<file path="config.mk">
export PLATFORM = sky130hd
export DESIGN_NAME = tennis_scoreboard
export DESIGN_NICKNAME = d
export VERILOG_FILES = /design/src/rtl/tennis_scoreboard.sv
export SDC_FILE = /design/constraint.sdc
export NUM_CORES = 1
export LEC_CHECK = 0
export ABC_AREA = 1
export CORE_ASPECT_RATIO = 0.5
export CORE_MARGIN = 3
export CORE_UTILIZATION = 37
export DETAILED_ROUTE_END_ITERATION = 12
export GPL_ROUTABILITY_DRIVEN = 0
export MAX_ROUTING_LAYER = met4
export PLACE_DENSITY = 0.53
export SKIP_CTS_REPAIR_TIMING = 1
export SYNTH_ARGS = -nofsm -noshare
export SYNTH_HDL_FRONTEND = slang
export SYNTH_SLANG_ARGS = --single-unit
</file>
<file path="constraint.sdc">
create_clock -name clk -period 1.69 [get_ports clk]
set_input_delay 0.507 -clock clk [delete_from_list [all_inputs] [get_ports clk]]
set_output_delay 0.507 -clock clk [all_outputs]
set_load 0.01 [all_outputs]
</file>
<file path="src/rtl/tennis_scoreboard.sv">
// Tennis game/match scoring with a 4-digit multiplexed seven-segment display.
// Point pulses drive the scoring FSM; the display scans one digit per refresh period.
module tennis_scoreboard #(
  parameter int REFRESH_DIV  = 100000,
  parameter int GAMES_TO_WIN = 6
) (
  input  logic       clk,
  input  logic       reset,
  input  logic       point_left,
  input  logic       point_right,
  input  logic       clear_match,
  output logic [3:0] an,
  output logic [6:0] seg,
  output logic       dp,
  output logic [2:0] games_left,
  output logic [2:0] games_right,
  output logic       match_over,
  output logic       winner
);

  localparam int CW = (REFRESH_DIV > 2) ? $clog2(REFRESH_DIV) : 1;
  localparam logic [CW-1:0] CNT_MAX = CW'(REFRESH_DIV - 1);
  localparam logic [2:0] GW = 3'(GAMES_TO_WIN);

  localparam logic [6:0] G_A     = 7'b0001000;
  localparam logic [6:0] G_D     = 7'b0100001;
  localparam logic [6:0] G_BLANK = 7'b1111111;
  localparam logic [6:0] G_ZERO  = 7'b1000000;

  typedef enum logic [2:0] {
    NORMAL,
    DEUCE,
    ADV_L,
    ADV_R,
    MATCH_DONE
  } state_t;

  state_t          r_state;
  logic [1:0]      r_pl;
  logic [1:0]      r_pr;
  logic [2:0]      r_games_l;
  logic [2:0]      r_games_r;
  logic            r_match_over;
  logic            r_winner;
  logic [CW-1:0]   r_cnt;
  logic [1:0]      r_dig;
  logic [3:0]      r_an;
  logic [6:0]      r_seg;
  logic            r_dp;

  logic            w_clr;
  logic            w_valid;
  logic            w_win_l;
  logic            w_win_r;
  logic [2:0]      w_gl_inc;
  logic [2:0]      w_gr_inc;
  logic [6:0]      w_lglyph;
  logic [6:0]      w_rglyph;
  logic [6:0]      w_seg;
  logic            w_dp;

  function automatic logic [6:0] f_num(input logic [2:0] v);
    logic [6:0] g;
    case (v)
      3'd0:    g = 7'b1000000;
      3'd1:    g = 7'b1111001;
      3'd2:    g = 7'b0100100;
      3'd3:    g = 7'b0110000;
      3'd4:    g = 7'b0011001;
      3'd5:    g = 7'b0010010;
      3'd6:    g = 7'b0000010;
      default: g = 7'b1111000;
    endcase
    return g;
  endfunction

  // Point index 0/1/2/3 displays as the leading digit of 0/15/30/40.
  function automatic logic [6:0] f_pt(input logic [1:0] idx);
    logic [6:0] g;
    case (idx)
      2'd0:    g = f_num(3'd0);
      2'd1:    g = f_num(3'd1);
      2'd2:    g = f_num(3'd3);
      default: g = f_num(3'd4);
    endcase
    return g;
  endfunction

  assign w_clr    = reset | clear_match;
  assign w_valid  = (point_left ^ point_right) && (r_state != MATCH_DONE);
  assign w_gl_inc = r_games_l + 3'd1;
  assign w_gr_inc = r_games_r + 3'd1;

  always_comb begin
    w_win_l = w_valid && point_left &&
              ((r_state == NORMAL && r_pl == 2'd3) || r_state == ADV_L);
    w_win_r = w_valid && point_right &&
              ((r_state == NORMAL && r_pr == 2'd3) || r_state == ADV_R);
  end

  always_ff @(posedge clk) begin
    if (w_clr) begin
      r_state      <= NORMAL;
      r_pl         <= 2'd0;
      r_pr         <= 2'd0;
      r_games_l    <= 3'd0;
      r_games_r    <= 3'd0;
      r_match_over <= 1'b0;
      r_winner     <= 1'b0;
    end else if (w_win_l) begin
      r_pl      <= 2'd0;
      r_pr      <= 2'd0;
      r_games_l <= w_gl_inc;
      if (w_gl_inc == GW) begin
        r_state      <= MATCH_DONE;
        r_match_over <= 1'b1;
        r_winner     <= 1'b1;
      end else begin
        r_state <= NORMAL;
      end
    end else if (w_win_r) begin
      r_pl      <= 2'd0;
      r_pr      <= 2'd0;
      r_games_r <= w_gr_inc;
      if (w_gr_inc == GW) begin
        r_state      <= MATCH_DONE;
        r_match_over <= 1'b1;
        r_winner     <= 1'b0;
      end else begin
        r_state <= NORMAL;
      end
    end else if (w_valid) begin
      case (r_state)
        NORMAL: begin
          if (point_left) begin
            if (r_pl == 2'd2 && r_pr == 2'd3) r_state <= DEUCE;
            else r_pl <= r_pl + 2'd1;
          end else begin
            if (r_pr == 2'd2 && r_pl == 2'd3) r_state <= DEUCE;
            else r_pr <= r_pr + 2'd1;
          end
        end
        DEUCE:   r_state <= point_left ? ADV_L : ADV_R;
        ADV_L:   r_state <= DEUCE;
        ADV_R:   r_state <= DEUCE;
        default: r_state <= r_state;
      endcase
    end
  end

  always_ff @(posedge clk) begin
    if (w_clr) begin
      r_cnt <= '0;
      r_dig <= 2'd0;
    end else if (r_cnt == CNT_MAX) begin
      r_cnt <= '0;
      r_dig <= r_dig + 2'd1;
    end else begin
      r_cnt <= r_cnt + 1'b1;
    end
  end

  always_comb begin
    w_lglyph = G_BLANK;
    w_rglyph = G_BLANK;
    case (r_state)
      NORMAL: begin
        w_lglyph = f_pt(r_pl);
        w_rglyph = f_pt(r_pr);
      end
      DEUCE: begin
        w_lglyph = G_D;
        w_rglyph = G_D;
      end
      ADV_L:   w_lglyph = G_A;
      ADV_R:   w_rglyph = G_A;
      default: ;
    endcase
  end

  always_comb begin
    w_seg = G_BLANK;
    w_dp  = 1'b1;
    case (r_dig)
      2'd3: w_seg = w_lglyph;
      2'd2: begin
        w_seg = f_num(r_games_l);
        w_dp  = ~(r_match_over & r_winner);
      end
      2'd1: begin
        w_seg = f_num(r_games_r);
        w_dp  = ~(r_match_over & ~r_winner);
      end
      default: w_seg = w_rglyph;
    endcase
  end

  always_ff @(posedge clk) begin
    if (w_clr) begin
      r_an  <= 4'b1110;
      r_seg <= G_ZERO;
      r_dp  <= 1'b1;
    end else begin
      r_an  <= ~(4'b0001 << r_dig);
      r_seg <= w_seg;
      r_dp  <= w_dp;
    end
  end

  assign an          = r_an;
  assign seg         = r_seg;
  assign dp          = r_dp;
  assign games_left  = r_games_l;
  assign games_right = r_games_r;
  assign match_over  = r_match_over;
  assign winner      = r_winner;

endmodule

</file>
==> flow_metrics.py <==
metrics = {
    "outcome": {
        "outcome": "finished clean",
    },
    "synth": {
        "ys_ff_latch": 46,
        "ys_seq_area_frac": 0.338,
        "yosys_warnings": 0,
        "synth_cell_types": 32,
        "synthCells": 382,
        "avgSynthCellArea_um2": 7.14,
        "synthesis.nets": 415,
        "synth.cell_area_um2": 2730,
    },
    "floorplan": {
        "rows": 21,
        "io_pins": 25,
        "core_area_um2": 6910,
        "design.die.area_um2": 8500,
        "die_w_um": 127,
        "initial_core_util": 0.395,
        "die_y_um": 66.7,
    },
    "worst_setup_path": {
        "startpoint_type": "register",
        "cpPeakStageDelay_ns": 0.53,
        "critPathMaxFanout": 1,
        "crit_cells": 1,
        "r2r_cells": 8,
        "crit_chain": "clkdlybuf4s50_1",
        "r2r_start": "r_pl[0]",
        "crit_family": "buffers and inverters",
        "worstPathArrival_ns": 1.14,
        "r2r_slack_ns": 0.14,
        "critPathCaptureType": "primary output",
        "crit_type": "register to primary output",
        "slowest_stage": "clkdlybuf4s50_1",
        "r2r-end": "seg[5]",
        "critPathRequiredTime_ns": 1.18,
        "crit_buf_inv": 1,
    },
    "route": {
        "drt_iter0_drc": 143,
        "routed_wl_um": 6340,
        "dr.pass1.iters": 4,
        "vias": 2494,
        "wl_per_cell_um": 12.1,
        "viasPerCell": 4.75,
        "ant_nets": 0,
        "drc": 0,
    },
    "pwr": {
        "leakage_nw": 1.62,
        "power_density_nw_per_um2": 693,
        "max-vdd-ir-drop_v": 0.000338,
    },
    "timing": {
        "slew_viol_final": 0,
        "fin_worst_skew_ns": 0.00548,
        "clock.fmax_mhz": 608,
        "setup_viol": 0,
        "relSlewSlack": 0.748,
        "tightest_slew_ns": 0.375,
        "hold_viol_final": 0,
        "holdWs_ns": 0.446,
        "rsz0062_at_grt": "no",
        "post-route-period-util": 0.973,
        "period_minus_slack_ns": 1.64,
    },
    "worst_hold_path": {
        "holdPathStages": 1,
        "hold_start": "r_cnt[0]",
        "hold_class": "register to register",
        "hold_end": "r_cnt[0]",
    },
    "grt": {
        "grt_pass1_vias": 2473,
        "grt_pass1_wl_um": 11000,
        "grt_max_degree": 16,
        "grt_use_total": 0.167,
        "antenna_found_initial": 0,
        "grt_overflow": 0,
    },
    "cts": {
        "clock_latency_ns": 0.29,
        "cts_max_path_buffers": 2,
        "cts_inserted_buffers": 5,
        "root_buffer": "clkbuf_16",
        "cts_tree": "yes",
        "cts_sinks": 46,
        "clkTransAtPathRegs_ns": 0.07,
        "h-tree-depth": 2,
    },
    "finish": {
        "utilization": 0.498,
        "finalNetCount": 465,
        "layout-drive-gt1-share": 0.152,
        "antenna_cells_inserted": 0,
        "synthToLayoutAreaGrowth_pct": 26.3,
    },
    "place": {
        "io_buffers": 24,
        "place_hpwl_um": 5000,
    },
    "flow_run": {
        "maxCapViolCount": 0,
    },
}
-- area by class of cell --
type	count	area, um^2
tap	92	115
clock buffer	5	125
timing repair buffer	48	440
fill	707	3470
multi-input combinational	275	1580
inverter	56	210
sequential	46	926
clock inverter	3	43.8
-- cell usage after synthesis --
master / instances / share of area
dfxtp_1: 46 / 0.34
nor2_2: 2 / 0.0046
clkbuf_1: 1 / 0.0014
nor3b_2: 1 / 0.0046
a21oi_1: 26 / 0.048
nand3_1: 25 / 0.046
buf_2: 1 / 0.0018
o21ai_0: 28 / 0.051
xnor2_1: 2 / 0.0064
inv_1: 53 / 0.073
nand4_1: 8 / 0.018
buf_1: 1 / 0.0014
nor3b_1: 2 / 0.0055
nand2_1: 68 / 0.094
xor2_1: 7 / 0.022
buf_6: 1 / 0.0041
nand2_2: 8 / 0.018
inv_2: 3 / 0.0041
o21a_1: 1 / 0.0028
ha_1: 28 / 0.13
nand3_4: 1 / 0.0064
nor2_1: 49 / 0.067
o22ai_1: 2 / 0.0046
nand3_2: 1 / 0.0037
buf_4: 1 / 0.0028
nor3_2: 1 / 0.0037
nor2_4: 2 / 0.0083
o31ai_1: 2 / 0.0055
nor3_1: 5 / 0.0092
or2_2: 3 / 0.0069
o21ai_1: 2 / 0.0037
nand2_4: 1 / 0.0041
-- state kept, by name, summed over array words and instances (netlist names) --
register / count
r_cnt: 17
seg: 7
an: 4
games_left: 3
games_right: 3
r_state: 3
r_dig: 2
r_pl: 2
r_pr: 2
dp: 1
match_over: 1
winner: 1
-- per-layer routing --
metal  track usage  wire length, um
met5             -                0
met4        0.0508               76
met1         0.207             3160
met2         0.273             2850
met3        0.0416              250
-- placed cells by master (no fill, tap or decap), drive strengths merged, types with 3 or more instances in the layout --
cell,count
clkdlybuf4s50,16
ha,28
nor2,53
nand4,8
dfxtp,46
buf,24
o21ai,30
nor3,6
a21oi,26
nor3b,3
or2,3
dlymetal6s2s,8
xor2,7
clkbuf,5
nand2,77
nand3,27
inv,57
-- stage by stage --
stage | std cells | setup WS [ns] | area, um^2 | total power [mW] | setup TNS [ns]
2_1_floorplan | 382 | 0.241 | 2730 | 1.21 | 0
3_3_place_gp | 517 | -0.240 | 3230 | 1.27 | -2.09
3_5_place_dp | 517 | -0.267 | 3230 | 1.27 | -2.52
4_1_cts | 525 | -0.128 | 3400 | 2.42 | -0.588
5_1_grt | 525 | 0.00144 | 3440 | 2.48 | 0
6_report | 525 | 0.0453 | 3440 | 2.39 | 0
-- where the power goes --
group	leakage (nW)	total, mW	internal, mW	switching [mW]
registers	0.373	1.10	1.09	0.00995
clock network	0.0842	1.14	0.700	0.436
logic	1.16	0.147	0.0638	0.0833
-- logic make-up (layout without fill, tap and decap cells) --
kind of cell | after synthesis | count (layout) | synth area share
xor+xnor | 9 | 9 | 0.0289
flops | 46 | 46 | 0.338
compound gates | 61 | 61 | 0.116
buf+inv | 61 | 112 | 0.0886
fa+ha+maj | 28 | 28 | 0.129
simple gates | 177 | 177 | 0.301
-- worst max-delay path by stage --
stage | to | startpoint | slack [ns]
2_1_floorplan | seg[4] | games_right[0] | 0.24
3_3_place_gp | r_pl[1] | point_left | -0.24
3_5_place_dp | r_state[1] | point_left | -0.27
4_1_cts | games_right[2] | games_right[2] | -0.13
5_1_grt | an[0] | an[0] | 0.001
6_report | an[0] | an[0] | 0.05
Note: power is estimated with default switching activity, not from simulation.
